### src/rtl/vec_mem_sequencer.sv
// Vector memory sequencer: splits an 8-lane vector load/store
// into single-word accesses on the single-port data SRAM.
module vec_mem_sequencer #(
    parameter int LANES  = 8,
    parameter int DATA_W = 32,
    parameter int ADDR_W = 16
) (
    input  logic                    clk,
    input  logic                    rst_n,
    input  logic                    start_i,
    input  logic                    is_load_i,
    input  logic [LANES-1:0]        lane_mask_i,
    input  logic [ADDR_W-1:0]       base_addr_i,
    input  logic [ADDR_W-1:0]       stride_i,
    input  logic [LANES*DATA_W-1:0] st_data_i,
    input  logic [DATA_W-1:0]       sram_rdata_i,
    output logic                    sram_cen_n_o,
    output logic                    sram_wen_n_o,
    output logic [ADDR_W-1:0]       sram_addr_o,
    output logic [DATA_W-1:0]       sram_wdata_o,
    output logic [LANES*DATA_W-1:0] ld_data_o,
    output logic                    busy_o,
    output logic                    stall_o,
    output logic                    done_o
);

    localparam int LW = (LANES > 1) ? $clog2(LANES) : 1;

    typedef enum logic [2:0] {
        S_IDLE,
        S_STORE,
        S_LOAD,
        S_LOAD_WAIT,
        S_DONE
    } state_t;

    state_t                  state;
    state_t                  state_nx;
    logic [LANES-1:0]        pend_q;
    logic [ADDR_W-1:0]       base_q;
    logic [ADDR_W-1:0]       stride_q;
    logic [LANES*DATA_W-1:0] st_data_q;
    logic                    cap_vld_q;
    logic [LW-1:0]           cap_lane_q;
    logic [LW-1:0]           lane;
    logic [LANES-1:0]        lane_oh;
    logic [LANES-1:0]        pend_left;
    logic                    issue;
    logic                    accept;

    // Lowest-index pending lane is served first.
    always_comb begin
        lane = '0;
        for (int i = LANES - 1; i >= 0; i--) begin
            if (pend_q[i]) lane = LW'(i);
        end
        lane_oh   = LANES'(1) << lane;
        pend_left = pend_q & ~lane_oh;
        issue     = (state == S_STORE) || (state == S_LOAD);
        accept    = (state == S_IDLE) && start_i;
    end

    // State register.
    always_ff @(posedge clk) begin
        if (!rst_n) state <= S_IDLE;
        else        state <= state_nx;
    end

    // Next-state logic.
    always_comb begin
        state_nx = state;
        unique case (state)
            S_IDLE: begin
                if (start_i) begin
                    if (lane_mask_i == '0) state_nx = S_DONE;
                    else if (is_load_i)    state_nx = S_LOAD;
                    else                   state_nx = S_STORE;
                end
            end
            S_STORE:     if (pend_left == '0) state_nx = S_DONE;
            S_LOAD:      if (pend_left == '0) state_nx = S_LOAD_WAIT;
            S_LOAD_WAIT: state_nx = S_DONE;
            S_DONE:      state_nx = S_IDLE;
            default:     state_nx = S_IDLE;
        endcase
    end

    // SRAM strobes are masked by rst_n so an abort stops access at once.
    always_comb begin
        sram_cen_n_o = ~(issue && rst_n);
        sram_wen_n_o = ~((state == S_STORE) && rst_n);
        sram_addr_o  = '0;
        sram_wdata_o = '0;
        if (issue) begin
            sram_addr_o = base_q + ADDR_W'(lane) * stride_q;
        end
        if (state == S_STORE) begin
            sram_wdata_o = st_data_q[lane*DATA_W +: DATA_W];
        end
        busy_o  = (state != S_IDLE);
        done_o  = (state == S_DONE);
        stall_o = busy_o || accept;
    end

    // Request capture, lane bookkeeping and load-data gather.
    always_ff @(posedge clk) begin
        if (!rst_n) begin
            pend_q     <= '0;
            base_q     <= '0;
            stride_q   <= '0;
            st_data_q  <= '0;
            cap_vld_q  <= 1'b0;
            cap_lane_q <= '0;
            ld_data_o  <= '0;
        end else begin
            if (accept) begin
                pend_q    <= lane_mask_i;
                base_q    <= base_addr_i;
                stride_q  <= stride_i;
                st_data_q <= st_data_i;
                if (is_load_i) ld_data_o <= '0;
            end else if (issue) begin
                pend_q <= pend_left;
            end
            cap_vld_q  <= (state == S_LOAD);
            cap_lane_q <= lane;
            if (cap_vld_q) begin
                ld_data_o[cap_lane_q*DATA_W +: DATA_W] <= sram_rdata_i;
            end
        end
    end

endmodule

### config.mk
export PLATFORM = sky130hd
export DESIGN_NAME = vec_mem_sequencer
export DESIGN_NICKNAME = d
export VERILOG_FILES = /design/src/rtl/vec_mem_sequencer.sv
export SDC_FILE = /design/constraint.sdc
export NUM_CORES = 1
export LEC_CHECK = 0
export CORE_AREA = 8 8 245 247
export CTS_BUF_LIST = sky130_fd_sc_hd__clkbuf_4
export DETAILED_ROUTE_END_ITERATION = 6
export DIE_AREA = 0 0 253 255
export GPL_ROUTABILITY_DRIVEN = 0
export GPL_TIMING_DRIVEN = 0
export PLACE_DENSITY_LB_ADDON = 0.2
export SYNTH_ARGS = -nofsm -noshare
export SYNTH_HDL_FRONTEND = slang
export SYNTH_SLANG_ARGS = --single-unit
### constraint.sdc
create_clock -name clk -period 11.1 [get_ports clk]
set_input_delay 1.665 -clock clk [delete_from_list [all_inputs] [get_ports clk]]
set_output_delay 1.665 -clock clk [all_outputs]
set_load 0.02 [all_outputs]
==> impl_metrics.tcl <==
set metrics [dict create \
    worst_r2r_path_depth 9 \
    clockRootBuffer "clkbuf_4" \
    crit_chain "and2b_2 -> a21oi_2 -> nand2_2 -> clkbuf_1 -> clkbuf_1 -> nand2_1 -> fa_1 -> fa_1 -> inv_1 -> ha_1 -> a211oi_1 -> o21ai_0 -> a2111oi_0 -> nor3_1 -> nand4b_1 -> nand3_1 -> clkdlybuf4s50_1" \
    status "completed" \
    dr.pass1.iters 5 \
    cp-start-kind "flop" \
    cpPeakStageDelay_ps 620 \
    power_per_cell_area_nw_per_um2 153 \
    synthTopCellsByCount "nand2_1 (894), dfxtp_1 (559), a21boi_0 (461)" \
    avgRoutedWirePerCell_um 21.9 \
    yosysUniqueCellTypes 58 \
    htreeDepth 4 \
    nNetsFinal 4265 \
    p_leak_nw 12.8 \
    yosysMostFrequentCell "nand2_1" \
    crit_required_ps 9440 \
    synth_edf_count 0 \
    yosysTopAreaCell "dfxtp_1" \
    period_share 0.754 \
    die_width_um 253 \
    die_y_um 255 \
    avgViaCountPerCell 5.31 \
    num_vias 25243 \
    cp.arrival_ps 6710 \
    synth_flop_cell "dfxtp_1" \
    worstSetupEndpointType "primary output" \
    max_freq_mhz 119 \
    syn_to_final_growth_pct 35.3 \
    ys_seq_elements 559 \
    io_pins 641 \
    postCtsSetupBuffers 0 \
    clock_sinks 559 \
    rows 87 \
    period_minus_slack_ps 8370 \
    cts-buffers-inserted 151 \
    grt_pass1_wl_mm 149 \
    dieArea_um2 64500 \
    criticalPathCategory "reg2out" \
    clk_pin_slew_worst_paths_ps 60 \
    first_global_vias 24417 \
    slew_viol_final 0 \
    final.setup_skew_ps 39.5 \
    hp-class "reg2reg" \
    route.detailed.drc 0 \
    maxCapViolCount 0 \
    synth_cells 3113 \
    cp_max_fo 10 \
    final_cells 4750 \
    antenna_found_initial 8 \
    synth_warnings 0 \
    clockBufferDepth 3 \
    worst_slew_pin_slew_ps 931 \
    drt_iter0_markers 1521 \
    insertion_delay_ps 1000 \
    nFillCells 5197 \
    dp_cells 4490 \
    drt-total-wl_mm 104 \
    rsz0062_at_grt "false" \
    async_reset_ff_frac 0 \
    netlist_area_um2 25600 \
    synth_seq_area_share 0.437 \
    ctsResizeCount 0 \
    port_buffers 621 \
    synth_area_leaders "dfxtp_1 (44%), a21boi_0 (14%), nand2_1 (13%)" \
    finalSetupTns_ps 0 \
    ant_nets 0 \
    min_path_cells 2 \
    relSlewSlack 0.380 \
    drive_gt1_frac 0.0906 \
    grt_max_degree 17 \
    start_util 0.458 \
    dp_hpwl_mm 81.6 \
    finalSetupViolCount 0 \
    netlist.area_leader.share 0.437 \
    postCtsHoldBufs 0 \
    vdd_ir_drop_max_mv 0.0931 \
    track_usage 0.306 \
    syn_area_per_cell_um2 8.23 \
    syn-num-nets 3491 \
    final_hold_viol_count 0 \
    cts_tree "built" \
    grt-ovfl-total 0 \
    core_area_um2 56000 \
    slowest_stage "clkdlybuf4s50_1" \
]
power by group:
group	switching (mW)	internal, mW
clock network	0.862	0.985
logic	0.778	0.476
registers	0.0667	2.12
logic make-up after synthesis:
family	share of synthesized area
xor gates and xnor gates	0.00464
and+or+nand+nor	0.212
AOI/OAI and AO/OA	0.195
buffers and inverters	0.0576
muxes	0.0629
DFF	0.437
adders and majority gates	0.0304
metal layers:
metal  global-route usage  routed length [um]  up-vias
li1                     -                   -    12046
met1                0.339               39100    11812
met2                0.521               49900     1115
met3               0.0834                8300      264
met4                0.191                6570        6
met5                    0                  38        -
placed cells by master (no fill, tap or decap), drive strengths merged, types with 5 or more instances in the layout:
master,count
nand2,896
clkdlybuf4s50,621
dfxtp,559
a21boi,461
clkbuf,389
nand3,182
mux2i,161
buf,111
nor2,95
inv,75
a21oi,74
o21ai,68
nor2b,41
a22oi,36
a32o,32
and3,29
fa,27
and2,20
ha,19
diode,10
nor3,10
clkinv,10
a21o,9
xnor2,7
nand2b,5
per-stage QoR:
stage          hold WS [ps]  utilization  total power [mW]  setup WS, ps  area [um2]
6_report                462        0.620              5.29          2730       34700
5_1_grt                 477        0.620              5.53          2190       34700
4_1_cts                 464        0.619              5.31          2620       34700
3_5_place_dp            456        0.586              3.48          3740       32800
3_3_place_gp            449        0.586              3.46          3730       32800
2_1_floorplan           440            -              2.96          5240       25600
worst max-delay path, delay by kind of cell (launching register included):
kind / cells / cell delay [ps]
AND/OR/NAND/NOR: 6 / 1190
adder cells (fa/ha/maj): 3 / 1370
flip-flops: 1 / 510
buffers and inverters: 4 / 1670
AO/OA/AOI/OAI: 4 / 980
state kept, by name (all words and copies together), names as in the netlist:
signal and cells:
cap_lane_q 3, ld_data_o 256, st_data_q 256, state 3
stride_q 16, pend_q 8, base_q 16, cap_vld_q 1
path summary, 6_finish.rpt:
check	from	slack, ps	to
worst max-delay path	pend_q[1]	2730	sram_addr_o[14]
worst min-delay path	st_data_q[186]	460	st_data_q[186]
worst max register to register	cap_lane_q[0]	7820	ld_data_o[249]
worst min register to register	st_data_q[186]	460	st_data_q[186]
layout make-up:
cell class	instances	area [um2]	area share
Multi-Input combinational cell	2215	13000	0.374
Sequential cell	559	11200	0.323
Timing Repair Buffer	621	6220	0.179
Clock buffer	232	1740	0.0502
Buffer	268	1210	0.0348
Tap cell	756	946	0.0273
Inverter	71	267	0.00768
Clock inverter	18	129	0.00372
Antenna cell	10	25.0	0.000722
(Power assumes the default switching activity.)
